**src/rtl/clahe_clip_cdf_builder.sv**
```systemverilog
// CLAHE per-tile clip / redistribute / CDF / LUT builder, run once per frame over every tile.
// Optional macro CLAHE_RESIDUAL_EN spreads the sub-256 excess remainder as +1 on the lowest bins.
module clahe_clip_cdf_builder #(
  parameter int TILE_NUM_BITS = 6,
  parameter int TILE_PIXELS   = 14400,
  parameter int CDF_SCALE     = 1161
) (
  input  logic                     pclk,
  input  logic                     rst_n,
  input  logic                     start,
  input  logic [15:0]              clip_limit,
  output logic [TILE_NUM_BITS-1:0] hist_rd_tile_idx,
  output logic [7:0]               hist_rd_addr,
  input  logic [15:0]              hist_rd_data,
  output logic [TILE_NUM_BITS-1:0] lut_wr_tile_idx,
  output logic [7:0]               lut_wr_addr,
  output logic [7:0]               lut_wr_data,
  output logic                     lut_wr_en,
  output logic                     busy,
  output logic                     done,
  output logic                     overrun
);

  if (CDF_SCALE != (255 * 65536 + TILE_PIXELS / 2) / TILE_PIXELS) begin : g_bad_scale
    $error("CDF_SCALE does not match TILE_PIXELS");
  end

  typedef enum logic [2:0] {S_IDLE, S_CLIP, S_CALC, S_CDF, S_NEXT, S_DONE} state_t;

  state_t      state;
  logic [8:0]  cnt;
  logic [15:0] clip_lat;
  logic [16:0] excess;
  logic [8:0]  per_bin;
  logic [17:0] cdf;
`ifdef CLAHE_RESIDUAL_EN
  logic [7:0]  residual;
`endif

  function automatic logic [16:0] sat_add17(input logic [16:0] a, input logic [15:0] b);
    logic [17:0] s;
    s = {1'b0, a} + {2'b00, b};
    return s[17] ? 17'h1FFFF : s[16:0];
  endfunction

  function automatic logic [17:0] sat_add18(input logic [17:0] a, input logic [17:0] b);
    logic [18:0] s;
    s = {1'b0, a} + {1'b0, b};
    return s[18] ? 18'h3FFFF : s[17:0];
  endfunction

  function automatic logic [7:0] lut_map(input logic [17:0] c);
    logic [33:0] p;
    p = (34'(c) * 34'(CDF_SCALE)) >> 16;
    return (p > 34'd255) ? 8'hFF : 8'(p);
  endfunction

  // Stage p1: read data returns one cycle after the address; bin index trails cnt by one
  logic [15:0] clip_p1;
  logic [7:0]  bin_p1;
  logic        res_p1;
  logic        vld_p1;
  logic [17:0] v_p1;
  logic [17:0] cdf_nxt_p1;

  assign clip_p1 = (hist_rd_data < clip_lat) ? hist_rd_data : clip_lat;
  assign bin_p1  = cnt[7:0] - 8'd1;
`ifdef CLAHE_RESIDUAL_EN
  assign res_p1  = (bin_p1 < residual);
`else
  assign res_p1  = 1'b0;
`endif
  assign vld_p1     = (cnt != 9'd0) && (cnt != 9'd257);
  assign v_p1       = 18'(clip_p1) + 18'(per_bin) + 18'(res_p1);
  assign cdf_nxt_p1 = sat_add18(cdf, v_p1);

  // Stage p2: registered LUT write, two cycles after the read address
  always_ff @(posedge pclk or negedge rst_n) begin
    if (!rst_n) begin
      state            <= S_IDLE;
      cnt              <= '0;
      clip_lat         <= '0;
      excess           <= '0;
      per_bin          <= '0;
      cdf              <= '0;
`ifdef CLAHE_RESIDUAL_EN
      residual         <= '0;
`endif
      hist_rd_tile_idx <= '0;
      hist_rd_addr     <= '0;
      lut_wr_tile_idx  <= '0;
      lut_wr_addr      <= '0;
      lut_wr_data      <= '0;
      lut_wr_en        <= 1'b0;
      busy             <= 1'b0;
      done             <= 1'b0;
      overrun          <= 1'b0;
    end else begin
      overrun   <= start && (state != S_IDLE);
      done      <= 1'b0;
      lut_wr_en <= 1'b0;
      case (state)
        S_IDLE: begin
          if (start) begin
            state            <= S_CLIP;
            busy             <= 1'b1;
            clip_lat         <= clip_limit;
            cnt              <= '0;
            excess           <= '0;
            cdf              <= '0;
            hist_rd_tile_idx <= '0;
            hist_rd_addr     <= '0;
          end
        end
        S_CLIP: begin
          if (cnt != 9'd0) excess <= sat_add17(excess, hist_rd_data - clip_p1);
          if (cnt < 9'd255) hist_rd_addr <= hist_rd_addr + 8'd1;
          if (cnt == 9'd256) begin
            state <= S_CALC;
            cnt   <= '0;
          end else begin
            cnt <= cnt + 9'd1;
          end
        end
        S_CALC: begin
          per_bin      <= excess[16:8];
`ifdef CLAHE_RESIDUAL_EN
          residual     <= excess[7:0];
`endif
          hist_rd_addr <= '0;
          cnt          <= '0;
          state        <= S_CDF;
        end
        S_CDF: begin
          if (vld_p1) begin
            cdf             <= cdf_nxt_p1;
            lut_wr_en       <= 1'b1;
            lut_wr_addr     <= bin_p1;
            lut_wr_data     <= lut_map(cdf_nxt_p1);
            lut_wr_tile_idx <= hist_rd_tile_idx;
          end
          if (cnt < 9'd255) hist_rd_addr <= hist_rd_addr + 8'd1;
          if (cnt == 9'd257) begin
            state <= S_NEXT;
            cnt   <= '0;
          end else begin
            cnt <= cnt + 9'd1;
          end
        end
        S_NEXT: begin
          excess <= '0;
          cdf    <= '0;
          if (hist_rd_tile_idx == '1) begin
            state <= S_DONE;
          end else begin
            hist_rd_tile_idx <= hist_rd_tile_idx + 1'b1;
            hist_rd_addr     <= '0;
            state            <= S_CLIP;
          end
        end
        S_DONE: begin
          state <= S_IDLE;
          busy  <= 1'b0;
          done  <= 1'b1;
        end
        default: state <= S_IDLE;
      endcase
    end
  end

endmodule
```
**config.mk**
```make
export PLATFORM = sky130hd
export DESIGN_NAME = clahe_clip_cdf_builder
export DESIGN_NICKNAME = d
export VERILOG_FILES = /design/src/rtl/clahe_clip_cdf_builder.sv
export SDC_FILE = /design/constraint.sdc
export NUM_CORES = 1
export LEC_CHECK = 0
export CAP_MARGIN = 10
export CELL_PAD_IN_SITES_DETAIL_PLACEMENT = 2
export CELL_PAD_IN_SITES_GLOBAL_PLACEMENT = 2
export CORE_UTILIZATION = 41
export CTS_CLUSTER_DIAMETER = 40
export DETAILED_ROUTE_END_ITERATION = 7
export GPL_ROUTABILITY_DRIVEN = 1
export PLACE_DENSITY = 0.95
export SYNTH_ARGS = -nofsm -noshare
export SYNTH_HDL_FRONTEND = slang
export SYNTH_SLANG_ARGS = --single-unit
```
**constraint.sdc**
```tcl
create_clock -name pclk -period 23.8 [get_ports pclk]
set_input_delay 4.76 -clock pclk [delete_from_list [all_inputs] [get_ports pclk]]
set_output_delay 4.76 -clock pclk [all_outputs]
set_load 0.01 [all_outputs]
```
After elaboration in Yosys (flattened, before gate mapping)
Index checks and enable logic that the tools add are counted.
- bits in registers: 112
- latch bits: 0
- bits in writable memories: 0
- memory bits (read-only): 0
- output and inout bits: 40
- word-level logic and storage cells: 95
- memories: 0
- add/subtract/negate cells: 8
- multipliers: 1
- div/mod/pow operators: 0
- magnitude comparators: 3
- equal/unequal tests: 16
- shift operators: 0
- muxes and demuxes: 31
- bitwise operators: 0
- reductions and logical operators: 21
- operator list (kind ; count):
    $mux 18 ; 3
    $pmux 18 s3 ; 1
    $mux 17 ; 3
    $pmux 17 s3 ; 1
    $pmux 9 s4 ; 1
    $mux 8 ; 4
    $pmux 8 s4 ; 1
    $mul 18x11->29 const B ; 1
    $mux 9 ; 3
    $add 18x17->19 ; 1
    $add 17x16->18 ; 1
    $eq 9x9->1 const B ; 2
    $add 16x9->17 ; 1
    $lt 16x16->1 ; 1
    $mux 16 ; 1
    $sub 16x16->16 ; 1
    $pmux 3 s5 ; 1
    $gt 13x8->1 const B ; 1
    $mux 3 ; 4
    $mux 6 ; 2
    $ne 2x2->1 const B ; 6
    $pmux 6 s2 ; 1
    $reduce_and 3->1 ; 4
    $add 9x1->9 const B ; 1
    other kinds (21) ; 34

Longest topological paths before layout
Gate-level depths: netlist of the first run.
- depth after elaboration: 8
- gate-level depth with buffers: 41
- gate-level depth less buffers: 38

Least setup slack after synthesis of the first run
OpenSTA, ideal clock, no wires.
- path kind: input port to flip-flop
- start: in hist_rd_data[1]
- end: reg lut_wr_data[0]
- arrival: 12795 ps
- data required time: 23679 ps
- path slack: 10883 ps
- stages on the path: 39
- cell sequence: ha_1 > a21o_1 > a21oi_1 > o21ai_1 > a31o_1 > a21o_1 > a211o_1 > buf_2 > buf_2 > mux2i_1 > fa_1 > inv_1 > ha_1 > a21o_1 > a21oi_1 > o211ai_1 > a31o_2 > a21oi_1 > [... 3 more ...] > nor2_1 > inv_1 > ha_1 > inv_1 > fa_1 > inv_1 > fa_1 > ha_1 > ha_1 > and3_1 > a31oi_1 > a41o_1 > a211o_1 > o211ai_2 > mux2i_1 > xnor2_1 > nand4_4 > o22a_1
- cells in the longest elaborated chain, start to end: 8
- RTL lines (what ; RTL line ; text):
    start, declared ; 14 ; input logic [15:0] hist_rd_data,
    $lt 16x16->1 ; 66 ; assign clip_p1 = (hist_rd_data < clip_lat) ? hist_rd_data : clip_lat;
    $mux 16 * ; 66 ;
    $add 16x9->17 * ; 74 ; assign v_p1 = 18'(clip_p1) + 18'(per_bin) + 18'(res_p1);
    $add 18x17->19 * ; 48 ; s = {1'b0, a} + {1'b0, b};
    $mux 18 * ; 49 ; return s[18] ? 18'h3FFFF : s[17:0];
    $mul 18x11->29 * ; 54 ; p = (34'(c) * 34'(CDF_SCALE)) >> 16;
    $gt 13x8->1 ; 55 ; return (p > 34'd255) ? 8'hFF : 8'(p);
    $mux 8 * ; 55 ;
    end signal, assigned ; 139 ; lut_wr_data <= lut_map(cdf_nxt_p1);
    end, declared ; 17 ; output logic [7:0] lut_wr_data,
Mark *: on every way between the ends. The rest lies on a longest branch, timed or not.
A chain may end at the register's enable or synchronous reset.

Worst setup path in the final report of the first run
- start: in hist_rd_data[5]
- end: reg lut_wr_data[5]
The elaborated chain is that of the path after synthesis.

==> results of run 1 <==
==> critical path, delay by kind of cell <==
family	cells	cell delay, ns
AND/OR/NAND/NOR	5	1.36
AO/OA/AOI/OAI	16	4.40
adder cells (fa/ha/maj)	8	3.11
buffers and inverters	5	0.93
XOR/XNOR	1	0.24
multiplexers	1	0.44
==> layer usage <==
layer	track usage, %	vias up
met2	58.9	241
met4	15.9	0
met3	4.63	117
li1	-	3919
met5	0	-
met1	34.4	4610
==> sequential cells by signal (all words and copies together) (netlist names), 3 cells and up <==
name and count:
lut_wr_addr 8, lut_wr_data 8, cnt 9, excess 17, per_bin 9, state 3, hist_rd_tile_idx 6, lut_wr_tile_idx 6
cdf 18, hist_rd_addr 8, clip_lat 16
==> metrics by stage <==
step	instance area [um2]	setup WS [ns]	utilization (%)	hold WS, ns	std cells
2_1_floorplan	9900	10.88	-	0.445	1098
5_1_grt	11300	8.46	47.9	0.510	1483
4_1_cts	11300	8.98	47.9	0.487	1483
3_5_place_dp	11000	8.80	46.5	0.469	1467
6_report	11300	8.78	47.9	0.480	1483
3_3_place_gp	11000	9.70	46.5	0.460	1467
==> synthesized netlist by cell type, types with 5 or more instances <==
library cell,count
fa_1,32
inv_1,114
nand4_1,8
o22a_1,8
nor2b_1,7
nand3_1,17
clkbuf_1,23
o21ai_1,9
mux2i_1,11
xor2_1,28
ha_1,154
a21oi_1,52
nand2_1,137
a22o_1,9
a211oi_1,5
dfrtp_1,112
nand2b_1,23
o21bai_1,8
nor3_1,13
o21a_1,5
nor2_1,40
a21o_1,29
xnor2_1,35
o21ai_0,97
mux2_2,18
and3_1,22
a31oi_1,8
o31ai_1,7
==> worst paths after layout <==
path	slack, ns	endpoint	start	cells after the start
setup / recovery	8.78	lut_wr_data[5]	hist_rd_data[5]	36
hold / removal	0.48	excess[2]	excess[2]	2
setup reg to reg	13.27	lut_wr_data[5]	clip_lat[5]	36
hold reg to reg	0.48	excess[2]	excess[2]	2
max in group asynchronous	17.99	hist_rd_addr[0]	rst_n	2
min in group asynchronous	4.43	lut_wr_data[0]	rst_n	1
==> kinds of logic after synthesis <==
family / Yosys count / share of synthesized area (%)
and+or+nand+nor: 297 / 14.5
AOI/OAI and AO/OA: 266 / 16.8
adders and majority gates: 186 / 25.9
buffers and inverters: 145 / 5.73
DFF: 112 / 28.3
xor gates and xnor gates: 63 / 5.57
muxes: 29 / 3.16
==> layout make-up <==
class | instances | area, um2 | share of cell area [%]
flip-flops and latches | 112 | 2800 | 24.9
well taps | 319 | 399 | 3.54
inverters | 115 | 434 | 3.85
multi-input cells | 841 | 6540 | 58.0
repair buffers | 80 | 783 | 6.95
clock buffers | 9 | 225 | 2.00
clock inverters | 7 | 88.8 | 0.788
==> flow_metrics.tcl, run 1 <==
set metrics [dict create \
    n_antenna_cell 0 \
    cp.required_ns 24.07 \
    cp_data_arrival_time_ns 15.29 \
    status "finished, final reports clean" \
    drive_above_1_share_pct 5.24 \
    final_cell_mix "ha_1, nand2_1, inv_1" \
    core_mm2 0.0235 \
    cts_hold_buf 0 \
    synth_cell_types 68 \
    drtAntennaViolNets 0 \
    wl_met3_um 1230 \
    wl_um 37600 \
    synthTopCellsByArea "dfrtp_1, ha_1, fa_1, nand2_1, o21ai_0" \
    numPortBuffers 74 \
    rows 56 \
    maxCapViolCount 0 \
    nets 1380 \
    ys_ff_latch 112 \
    synth_edf_count 0 \
    setup_viol 0 \
    path_clk_slew_ns 0.09 \
    synth_fp_nets 1319 \
    rsz0062_at_grt "no" \
    drc 0 \
    first_pass_iters 4 \
    slowest_delay_ns 0.69 \
    setup_tns_ns 0 \
    wl_met1_um 14800 \
    grt_max_degree 61 \
    wire_per_inst_um 25.4 \
    ios 75 \
    wl_met2_um 19900 \
    ctsLongestPathBuffers 2 \
    finClkSkew_ns 0.0116 \
    fin_crit_sh_pct 63.1 \
    post_cts_buffers 0 \
    grt_use_total_pct 31.5 \
    yosysTopAreaCellShare_pct 28.3 \
    grt_pass1_vias 10500 \
    min_period_ns 15.02 \
    vias 8887 \
    synth_area_mm2 0.00990 \
    clock-sinks 112 \
    hpwlAfterDp_um 28700 \
    highest-signal-layer "met4" \
    worst_path_most_repeated_cell "ha_1" \
    crit_type "input pin to register" \
    die_h_um 157 \
    overflow 0 \
    worst_pin_slew_ns 1.19 \
    clockRootBuffer "clkbuf_16" \
    min_path_type "register to register" \
    finalWeightedCongestion 0.836 \
    timing_hold_violations_final 0 \
    yosysWarningCount 0 \
    synth_top_area_cell "dfrtp_1" \
    drt_iter0_drc 411 \
    yosysSeqAreaShare_pct 28.3 \
    crit_fanout 18 \
    n_fill_cell 2583 \
    syn_inst 1098 \
    worstSkewPairLatency_ns 0.38 \
    htreeDepth 3 \
    cts_resized 0 \
    syn_avg_cell_area_um2 9.01 \
    maxSlewHeadroom_pct 20.4 \
    grt_pass1_wl_um 59100 \
    area_growth_pct 13.9 \
    routed_via_density 5.99 \
    start_util_pct 42.0 \
    synth-main-ff-cell "dfrtp_1" \
    antenna_found_initial 0 \
    slew_violations 0 \
    synthArstFlopShare_pct 100 \
    slowest_stage "a211o_1" \
    layout_commonest_cell "ha_1" \
    numCtsBuffers 9 \
    fmax_mhz 66.6 \
    die_x_um 157 \
    start_kind "input pin" \
    cts_tree "done" \
    die-area_mm2 0.0248 \
    critPathCaptureType "register" \
]
Power of run 1 is left out: the tool's default activity adds up to more than one toggle a clock period on the data nets, which glitch-free logic cannot reach.
==> run 2: changes to the inputs <==
- CORE_UTILIZATION: 41 -> 38
- PLACE_DENSITY: 0.95 -> 0.89
- clock period: 23.8 -> 15.2 ns (I/O delays scaled with it)
==> run 2 against run 1 <==
Core utilization decreased by 3.5 points. Non-clock buffer count grew 1. Global-route usage down 5.3 points. Largest cell class unchanged.
==> flow_metrics.tcl, run 2 (synthesis results as in run 1) <==
set metrics [dict create \
    cp.required_ns 15.46 \
    place_area_mm2 0.0110 \
    seqCellArea_mm2 0.00280 \
    vias 8430 \
    fin_crit_sh_pct 84.0 \
    die_x_um 163 \
    hpwlAfterDp_um 25300 \
    final_core_util_pct 44.4 \
    cp_data_arrival_time_ns 13.03 \
    cts_hold_buf 0 \
    grt_pass1_wl_um 54000 \
    crit_type "input pin to register" \
    finalWeightedCongestion 0.808 \
    ctsLongestPathBuffers 2 \
    final_cell_mix "ha_1, nand2_1, inv_1" \
    area_growth_pct 13.8 \
    largest_register "cdf" \
    use_met2_pct 49.1 \
    rsz0062_at_grt "no" \
    path_clk_slew_ns 0.09 \
    top_regs "cdf (18), excess (17), clip_lat (16)" \
    layout_commonest_cell "ha_1" \
    grt_use_total_pct 26.2 \
    clockRootBuffer "clkbuf_16" \
    n_antenna_cell 0 \
    met1_usage_pct 29.4 \
    htreeDepth 3 \
    post_cts_buffers 0 \
    maxSlewHeadroom_pct 21.4 \
    setup_viol 0 \
    first_pass_iters 4 \
    drc 0 \
    design_area_mm2 0.0113 \
    top_usage_layer "met2" \
    routed_via_density 5.64 \
    worstSkewPairLatency_ns 0.37 \
    wl_um 33400 \
    cts_resized 0 \
    worst_path_most_repeated_cell "ha_1" \
    fmax_mhz 78.3 \
    status "finished, final reports clean" \
    drt_iter0_drc 379 \
    wire_per_inst_um 22.4 \
    cts_tree "done" \
    numCtsBuffers 9 \
    nets 1381 \
    core_mm2 0.0254 \
    drtAntennaViolNets 0 \
    min_path_type "register to register" \
    slowest_stage "a211o_1" \
    die_h_um 163 \
    crit_fanout 18 \
    clock-sinks 112 \
    critPathCaptureType "register" \
    dp_cells 1479 \
    met3_usage_pct 4.90 \
    numPortBuffers 74 \
    n_fill_cell 2783 \
    drive_above_1_share_pct 5.24 \
    maxCapViolCount 0 \
    antenna_found_initial 0 \
    slowest_delay_ns 0.64 \
    min_period_ns 12.77 \
    worst_pin_slew_ns 1.17 \
    ios 75 \
    layoutNonFillerInstCount 1495 \
    start_util_pct 39.0 \
    start_kind "input pin" \
    largest_reg_flops 18 \
    grt_pass1_vias 9916 \
    overflow 0 \
    grt_max_degree 59 \
    die-area_mm2 0.0267 \
    finClkSkew_ns 0.00911 \
    slew_violations 0 \
    multi_input_comb_area_mm2 0.00654 \
    timing_hold_violations_final 0 \
    setup_tns_ns 0 \
    rows 58 \
]
run 2: changes by cell type in the layout (fill, tap and decap cells not counted), sizes merged:
cell      delta
buf          +1
inv          +2
clkinvlp     -1
clkinv       -1
clkbuf       +1
bufinv       -1
run 2: path summary, 6_finish.rpt:
path                                      start             end  slack (ns)  cells after the start
min in group asynchronous                 rst_n  lut_wr_data[1]        2.76                      1
worst min-delay path                  excess[6]       excess[6]        0.49                      2
worst max-delay path            hist_rd_data[1]  lut_wr_data[0]        2.43                     37
worst min register to register        excess[6]       excess[6]        0.49                      2
max in group asynchronous                 rst_n    clip_lat[14]       11.12                      2
worst max register to register      clip_lat[9]  lut_wr_data[0]        5.22                     38
run 2: cell type report:
| type | count | share of cell area, % |
|---|---|---|
| clock buffers | 10 | 2.03 |
| clock inverters | 6 | 0.533 |
| inverters | 115 | 3.85 |
| multi-input cells | 841 | 58.0 |
| flip-flops and latches | 112 | 24.9 |
| well taps | 330 | 3.67 |
| repair buffers | 81 | 7.02 |
run 2: worst max-delay path: cells and delay by family:
kind | cells | cell delay [ns]
adders and majority gates | 8 | 2.92
and+or+nand+nor | 5 | 1.27
AOI/OAI and AO/OA | 17 | 4.15
muxes | 1 | 0.40
buffers and inverters | 5 | 0.98
xor gates and xnor gates | 1 | 0.25
run 2: metrics by stage:
stage,hold WS [ns],setup slack (ns)
final,0.488,2.43
after CTS,0.498,2.40
after floorplan,0.445,4.00
after detailed placement,0.472,2.06
after global placement,0.459,2.78
after global routing,0.513,1.77
run 2: routing by layer:
metal	part of all wire, %	wire length, um
met1	40	13500
met2	53	17800
met3	3.6	1210
met4	3.0	993
met5	0	0
Power of run 2 is left out for the same reason.
